[config.mk]
export PLATFORM = sky130hd
export DESIGN_NAME = bist_sequencer
export DESIGN_NICKNAME = d
export VERILOG_FILES = /design/src/rtl/bist_sequencer.sv
export SDC_FILE = /design/constraint.sdc
export NUM_CORES = 1
export LEC_CHECK = 0
export BUFFER_PORTS_ARGS = -buffer_cell sky130_fd_sc_hd__buf_2
export CAP_MARGIN = 20
export CORE_MARGIN = 4
export CORE_UTILIZATION = 50
export CTS_BUF_LIST = sky130_fd_sc_hd__clkbuf_8
export DETAILED_ROUTE_END_ITERATION = 8
export MAX_ROUTING_LAYER = met4
export PLACE_DENSITY = 0.9
export SYNTH_ARGS = -nofsm -noshare
export SYNTH_HDL_FRONTEND = slang
export SYNTH_SLANG_ARGS = --single-unit
[constraint.sdc]
create_clock -name clk -period 3.3 [get_ports clk]
set_clock_uncertainty 0.2 [all_clocks]
set_input_delay 0.165 -clock clk [delete_from_list [all_inputs] [get_ports clk]]
set_output_delay 0.165 -clock clk [all_outputs]
set_load 0.05 [all_outputs]
[src/rtl/bist_sequencer.sv]
// bist_sequencer: run controller for the ALU self-test.
// Sequences TPG, CUT and MISR through INIT -> RUN -> FLUSH -> COMPARE -> DONE
// and reports the MISR signature against GOLDEN.
// Optional feature macro: BIST_ABORT_EN (adds the abort input).
module bist_sequencer #(
  parameter int                SIG_W         = 74,
  parameter int                INIT_CYCLES   = 2,
  parameter int                PATTERN_COUNT = 256,
  parameter int                FLUSH_CYCLES  = 3,
  parameter logic [SIG_W-1:0]  GOLDEN        = {SIG_W{1'b0}},
  parameter int                CNT_W         = 16
) (
  input  logic             clk,
  input  logic             reset,
  input  logic             start,
  input  logic [SIG_W-1:0] misr_sig,
`ifdef BIST_ABORT_EN
  input  logic             abort,
`endif
  output logic             test_reset,
  output logic             tpg_en,
  output logic             misr_en,
  output logic             busy,
  output logic             done,
  output logic             pass,
  output logic [SIG_W-1:0] signature
);

  typedef enum logic [2:0] {
    S_IDLE    = 3'd0,
    S_INIT    = 3'd1,
    S_RUN     = 3'd2,
    S_FLUSH   = 3'd3,
    S_COMPARE = 3'd4,
    S_DONE    = 3'd5
  } state_t;

  // Terminal counts: each phase ends when the counter reaches N-1.
  localparam logic [CNT_W-1:0] INIT_LAST  = CNT_W'(INIT_CYCLES - 1);
  localparam logic [CNT_W-1:0] RUN_LAST   = CNT_W'(PATTERN_COUNT - 1);
  localparam logic [CNT_W-1:0] FLUSH_LAST = CNT_W'(FLUSH_CYCLES - 1);
  localparam logic [CNT_W-1:0] CNT_ONE    = CNT_W'(1);

  // Zero-length phases would make the terminal compare wrap; refuse them.
  if (INIT_CYCLES < 1 || PATTERN_COUNT < 1 || FLUSH_CYCLES < 1) begin : g_bad_param
    $error("bist_sequencer: INIT_CYCLES, PATTERN_COUNT and FLUSH_CYCLES must be >= 1");
  end

  state_t             r_state;
  state_t             w_next;
  logic [CNT_W-1:0]   r_cnt;
  logic [CNT_W-1:0]   w_cnt;
  logic [SIG_W-1:0]   w_sig;
  logic               w_pass;
  logic               w_abort;

`ifdef BIST_ABORT_EN
  assign w_abort = abort;
`else
  assign w_abort = 1'b0;
`endif

  // Next-state, counter and result logic; outputs are derived from the next state.
  always_comb begin
    w_next = r_state;
    w_cnt  = r_cnt + CNT_ONE;
    w_sig  = signature;
    w_pass = pass;
    case (r_state)
      S_IDLE: begin
        if (start) begin
          w_next = S_INIT;
        end else begin
          w_next = S_IDLE;
        end
      end
      S_INIT: begin
        if (w_abort) begin
          w_next = S_DONE;
          w_pass = 1'b0;
        end else if (r_cnt == INIT_LAST) begin
          w_next = S_RUN;
        end else begin
          w_next = S_INIT;
        end
      end
      S_RUN: begin
        if (w_abort) begin
          w_next = S_DONE;
          w_pass = 1'b0;
        end else if (r_cnt == RUN_LAST) begin
          w_next = S_FLUSH;
        end else begin
          w_next = S_RUN;
        end
      end
      S_FLUSH: begin
        if (w_abort) begin
          w_next = S_DONE;
          w_pass = 1'b0;
        end else if (r_cnt == FLUSH_LAST) begin
          w_next = S_COMPARE;
        end else begin
          w_next = S_FLUSH;
        end
      end
      S_COMPARE: begin
        w_next = S_DONE;
        if (w_abort) begin
          w_pass = 1'b0;
        end else begin
          w_sig  = misr_sig;
          w_pass = (misr_sig == GOLDEN);
        end
      end
      S_DONE: begin
        if (start) begin
          w_next = S_INIT;
          w_pass = 1'b0;
        end else begin
          w_next = S_DONE;
        end
      end
      default: begin
        w_next = S_IDLE;
        w_pass = 1'b0;
      end
    endcase
    // Counter restarts on every state change and stays at zero in IDLE.
    if (w_next != r_state || r_state == S_IDLE) begin
      w_cnt = {CNT_W{1'b0}};
    end else begin
      w_cnt = w_cnt;
    end
  end

  // State, counter and registered outputs; reset clears everything.
  always_ff @(posedge clk) begin
    if (reset) begin
      r_state    <= S_IDLE;
      r_cnt      <= {CNT_W{1'b0}};
      test_reset <= 1'b0;
      tpg_en     <= 1'b0;
      misr_en    <= 1'b0;
      busy       <= 1'b0;
      done       <= 1'b0;
      pass       <= 1'b0;
      signature  <= {SIG_W{1'b0}};
    end else begin
      r_state    <= w_next;
      r_cnt      <= w_cnt;
      test_reset <= (w_next == S_INIT);
      tpg_en     <= (w_next == S_RUN);
      misr_en    <= (w_next == S_RUN) || (w_next == S_FLUSH);
      busy       <= (w_next == S_INIT) || (w_next == S_RUN) ||
                    (w_next == S_FLUSH) || (w_next == S_COMPARE);
      done       <= (w_next == S_DONE);
      pass       <= w_pass;
      signature  <= w_sig;
    end
  end

endmodule

==> results.tsv <==
stage	metric	value	unit
outcome	outcome	finished clean	
hold_path	worst min-delay path class	in2reg	
cts	CTS tree	built	
cts	Reg clk slew, reported paths	100	ps
cells_and_area	Seq. cell area	1980	µm²
floorplan	Die Wd	96.3	µm
cells_and_area	Nets	789	
logic_synthesis	syn nets	572	
critical_path	CP Capture Type	flop	
logic_synthesis	synthesized instance count	492	
power_and_ir_drop	Sw Ratio	0.233	
sta	Slew @ Worst Pin	767	ps
power_and_ir_drop	Power Density	402	nW/µm²
power_and_ir_drop	worst-case vdd ir drop	0.000245	V
logic_synthesis	ranking of synthesized cells by area	dfxtp_1, nand2_1, a21oi_1	
sta	PnR worst setup slack	880	ps
routing	final WL	14.7	mm
power_and_ir_drop	Final Total Pwr	2290	µW
job	maxcap violations	0	
critical_path	critical path required time	3320	ps
routing	wire per inst	18.0	µm
cts	Worst-Skew Late Latency	360	ps
cts	clk root buf	clkbuf_8	
power_and_ir_drop	Clock power frac	0.381	
sta	final setup vio count	0	
power_and_ir_drop	P_sw	533	µW
place	routability-driven placement congestion ratio	0.925	
logic_synthesis	synth unique cells	37	
routing	vias per inst	5.62	
routing	DR pass1 iterations	5	
global_route	Tot GR Track Use	0.322	
routing	antenna-violating nets left	0	
routing	vias	4583	
critical_path	Slowest cell on crit path	o311ai_4	
cts	H-tree depth	3	
cells_and_area	area delta synth->final	46.4	%
logic_synthesis	post-synthesis sequential area ratio	0.509	
critical_path	Worst EP arrival	2440	ps
floorplan	Die ar.	9270	µm²
sta	clock period minus worst slack	2420	ps
power_and_ir_drop	Lkg Pwr	0.00235	µW
power_and_ir_drop	Comb power frac	0.092	
logic_synthesis	Yosys reg bits	99	
floorplan	Rows	31	
sta	RSZ-0062 raised after global routing	no	
critical_path	crit-path max cell delay	620	ps
routing	DRC errors left	0	
logic_synthesis	post-synth top area share	0.509	
sta	Slew HR	0.487	
place	dpl hpwl	8.59	mm
cells_and_area	area taken by multi-input logic gates	1770	µm²
logic_synthesis	Ys Warns	0	
sta	fin crit share	0.733	
critical_path	CP Max Fanout	16	
global_route	number of global-route vias before repair	4473	
floorplan	Die H	96.3	µm
global_route	pin count of the biggest net entering global routing	75	
place	IO Port Bufs	156	
logic_synthesis	Avg Inst Size Synth	7.92	µm²
cts	Longest Clk Path Bufs	2	
place	placed cell areas	4730	µm²
cts	CTS Buf Count	9	
logic_synthesis	Synth area leader	dfxtp_1	
cells_and_area	share of cells above drive strength 1	0.261	
critical_path	CP delay by family, top	simple AND/OR/NAND/NOR gates	
sta	Final Max Slew Viols	0	
global_route	global-route wire length before repair	22.0	mm
place	dpl ws	884	ps
cts	post-cts resize count	0	
sta	endpoints failing hold	0	
global_route	grt ovf	0	
floorplan	Core Area	7410	µm²
cells_and_area	post-route design area	5700	µm²
cts	clock sinks	99	
cells_and_area	Final Core Density	0.769	
cts	hold buffers post-CTS	74	
global_route	initial antenna violation count	3	
power_and_ir_drop	cell-internal power	1760	µW
critical_path	Setup CP Type	reg2reg	
critical_path	worst path cell trace	or4_4 -> nor4b_1 -> a21oi_1 -> o311ai_4 -> nor2_1	
floorplan	number of I/O pins	157	
routing	Iter 0 DRT Violations	402	
critical_path	CP bufs+invs	0	
cts	Setup Buffers After CTS	0	
sta	FMAX	0.413	GHz
floorplan	Initial Util	0.526	
critical_path	Startpoint Class	flop	
cells_and_area	fillers	458	
logic_synthesis	Cell Area, Synth	3890	µm²
power_and_ir_drop	Flop pwr share	0.527	
sta	total negative slack	0	ps
==> layer usage <==
layer  share of wire  wire length [µm]  global-route usage
met1            0.35              5090               0.315
met2            0.49              7130               0.523
met3           0.097              1420               0.113
met4           0.069              1020               0.239
met5               0                 0                   -
==> synthesized netlist by cell type <==
cell type	n
clkbuf_1	24
a31oi_1	1
or4bb_1	1
nand2_1	157
a21o_1	2
nor2b_1	2
a21oi_1	80
xor2_1	4
a311o_1	1
xnor2_1	10
ha_1	3
nor2_1	30
buf_8	1
a22oi_1	1
nand3_1	7
and4_1	1
nand4_1	7
nor4b_1	1
o21ai_0	3
dfxtp_1	99
buf_1	4
or3_1	2
or3b_2	1
nor4_1	21
or4_4	4
and3_1	1
a31o_2	1
o211a_1	1
and2_1	1
nand2b_1	1
a311oi_1	1
inv_1	9
and3b_1	1
nor3b_1	1
nor3_1	6
or2_2	1
o311ai_4	1
==> area by class of cell <==
class / instances / area share
antenna: 3 / 0.00132
clock buffer: 10 / 0.0241
clock inverter: 6 / 0.0154
inverter: 9 / 0.00593
multi-input combinational: 355 / 0.310
sequential: 99 / 0.348
tap: 99 / 0.0217
timing repair buffer: 235 / 0.273
==> logic make-up after synthesis <==
family,after synthesis,share of synthesized area
AND/OR/NAND/NOR,246,0.280
buffers and inverters,38,0.0395
flip-flops,99,0.509
XOR/XNOR,14,0.0315
AO/OA/AOI/OAI,92,0.130
adder cells (fa/ha/maj),3,0.00964
==> worst reg2reg max path: cells and delay by family, from the launching register on <==
kind,cells,cell delay (ps)
simple gates,3,950
compound gates,2,790
flops,1,360
==> path summary, 6_finish.rpt <==
kind	startpoint	endpoint	slack, ps	depth (start not counted)
max	r_cnt[5]$_SDFF_PP0_	r_cnt[3]$_SDFF_PP0_	880	5
min	start	r_state[2]$_SDFF_PP0_	20	4
max reg2reg	r_cnt[5]$_SDFF_PP0_	r_cnt[3]$_SDFF_PP0_	880	5
min reg2reg	signature[29]$_SDFFE_PP0P_	signature[29]$_SDFFE_PP0P_	260	2
==> power by group through the flow <==
| stage | Clock (µW) | Combinational, µW | Sequential, µW |
|---|---|---|---|
| 2_1_floorplan | 0 | 48.9 | 1240 |
| 3_3_place_gp | 0 | 126 | 1230 |
| 3_5_place_dp | 0 | 128 | 1230 |
| 4_1_cts | 878 | 197 | 1210 |
| 5_1_grt | 923 | 222 | 1210 |
| 6_report | 872 | 211 | 1210 |
==> sequential cells by signal, indices dropped and copies added (netlist names) <==
name and flops:
busy 1, done 1, misr_en 1, pass 1
r_cnt 16, r_state 3, signature 74, test_reset 1
tpg_en 1
==> cell usage in the layout (no fill, tap or decap), types with 2 or more instances in the layout <==
cell type	n
o21ai_0	3
xor2_1	4
nor2b_1	2
or3_1	2
nand4_1	7
dfxtp_1	99
xnor2_1	10
ha_1	3
nor3_1	6
nand2_1	157
inv_1	10
diode_2	3
dlygate4sd3_1	74
buf_4	5
or4_4	4
buf_2	156
nand3_1	6
a21o_1	2
a21oi_1	80
bufinv_16	2
nor4_1	21
nor2_1	30
clkinvlp_4	2
clkbuf_8	10
==> per-stage QoR <==
step                      instances  hold slack [ps]
after detailed placement        723              222
after CTS                       813             5.92
after global routing            816             37.9
after floorplan                 492              101
final                           816             22.7
after global placement          723              216
No activity file was read; power rests on OpenSTA's default activity.
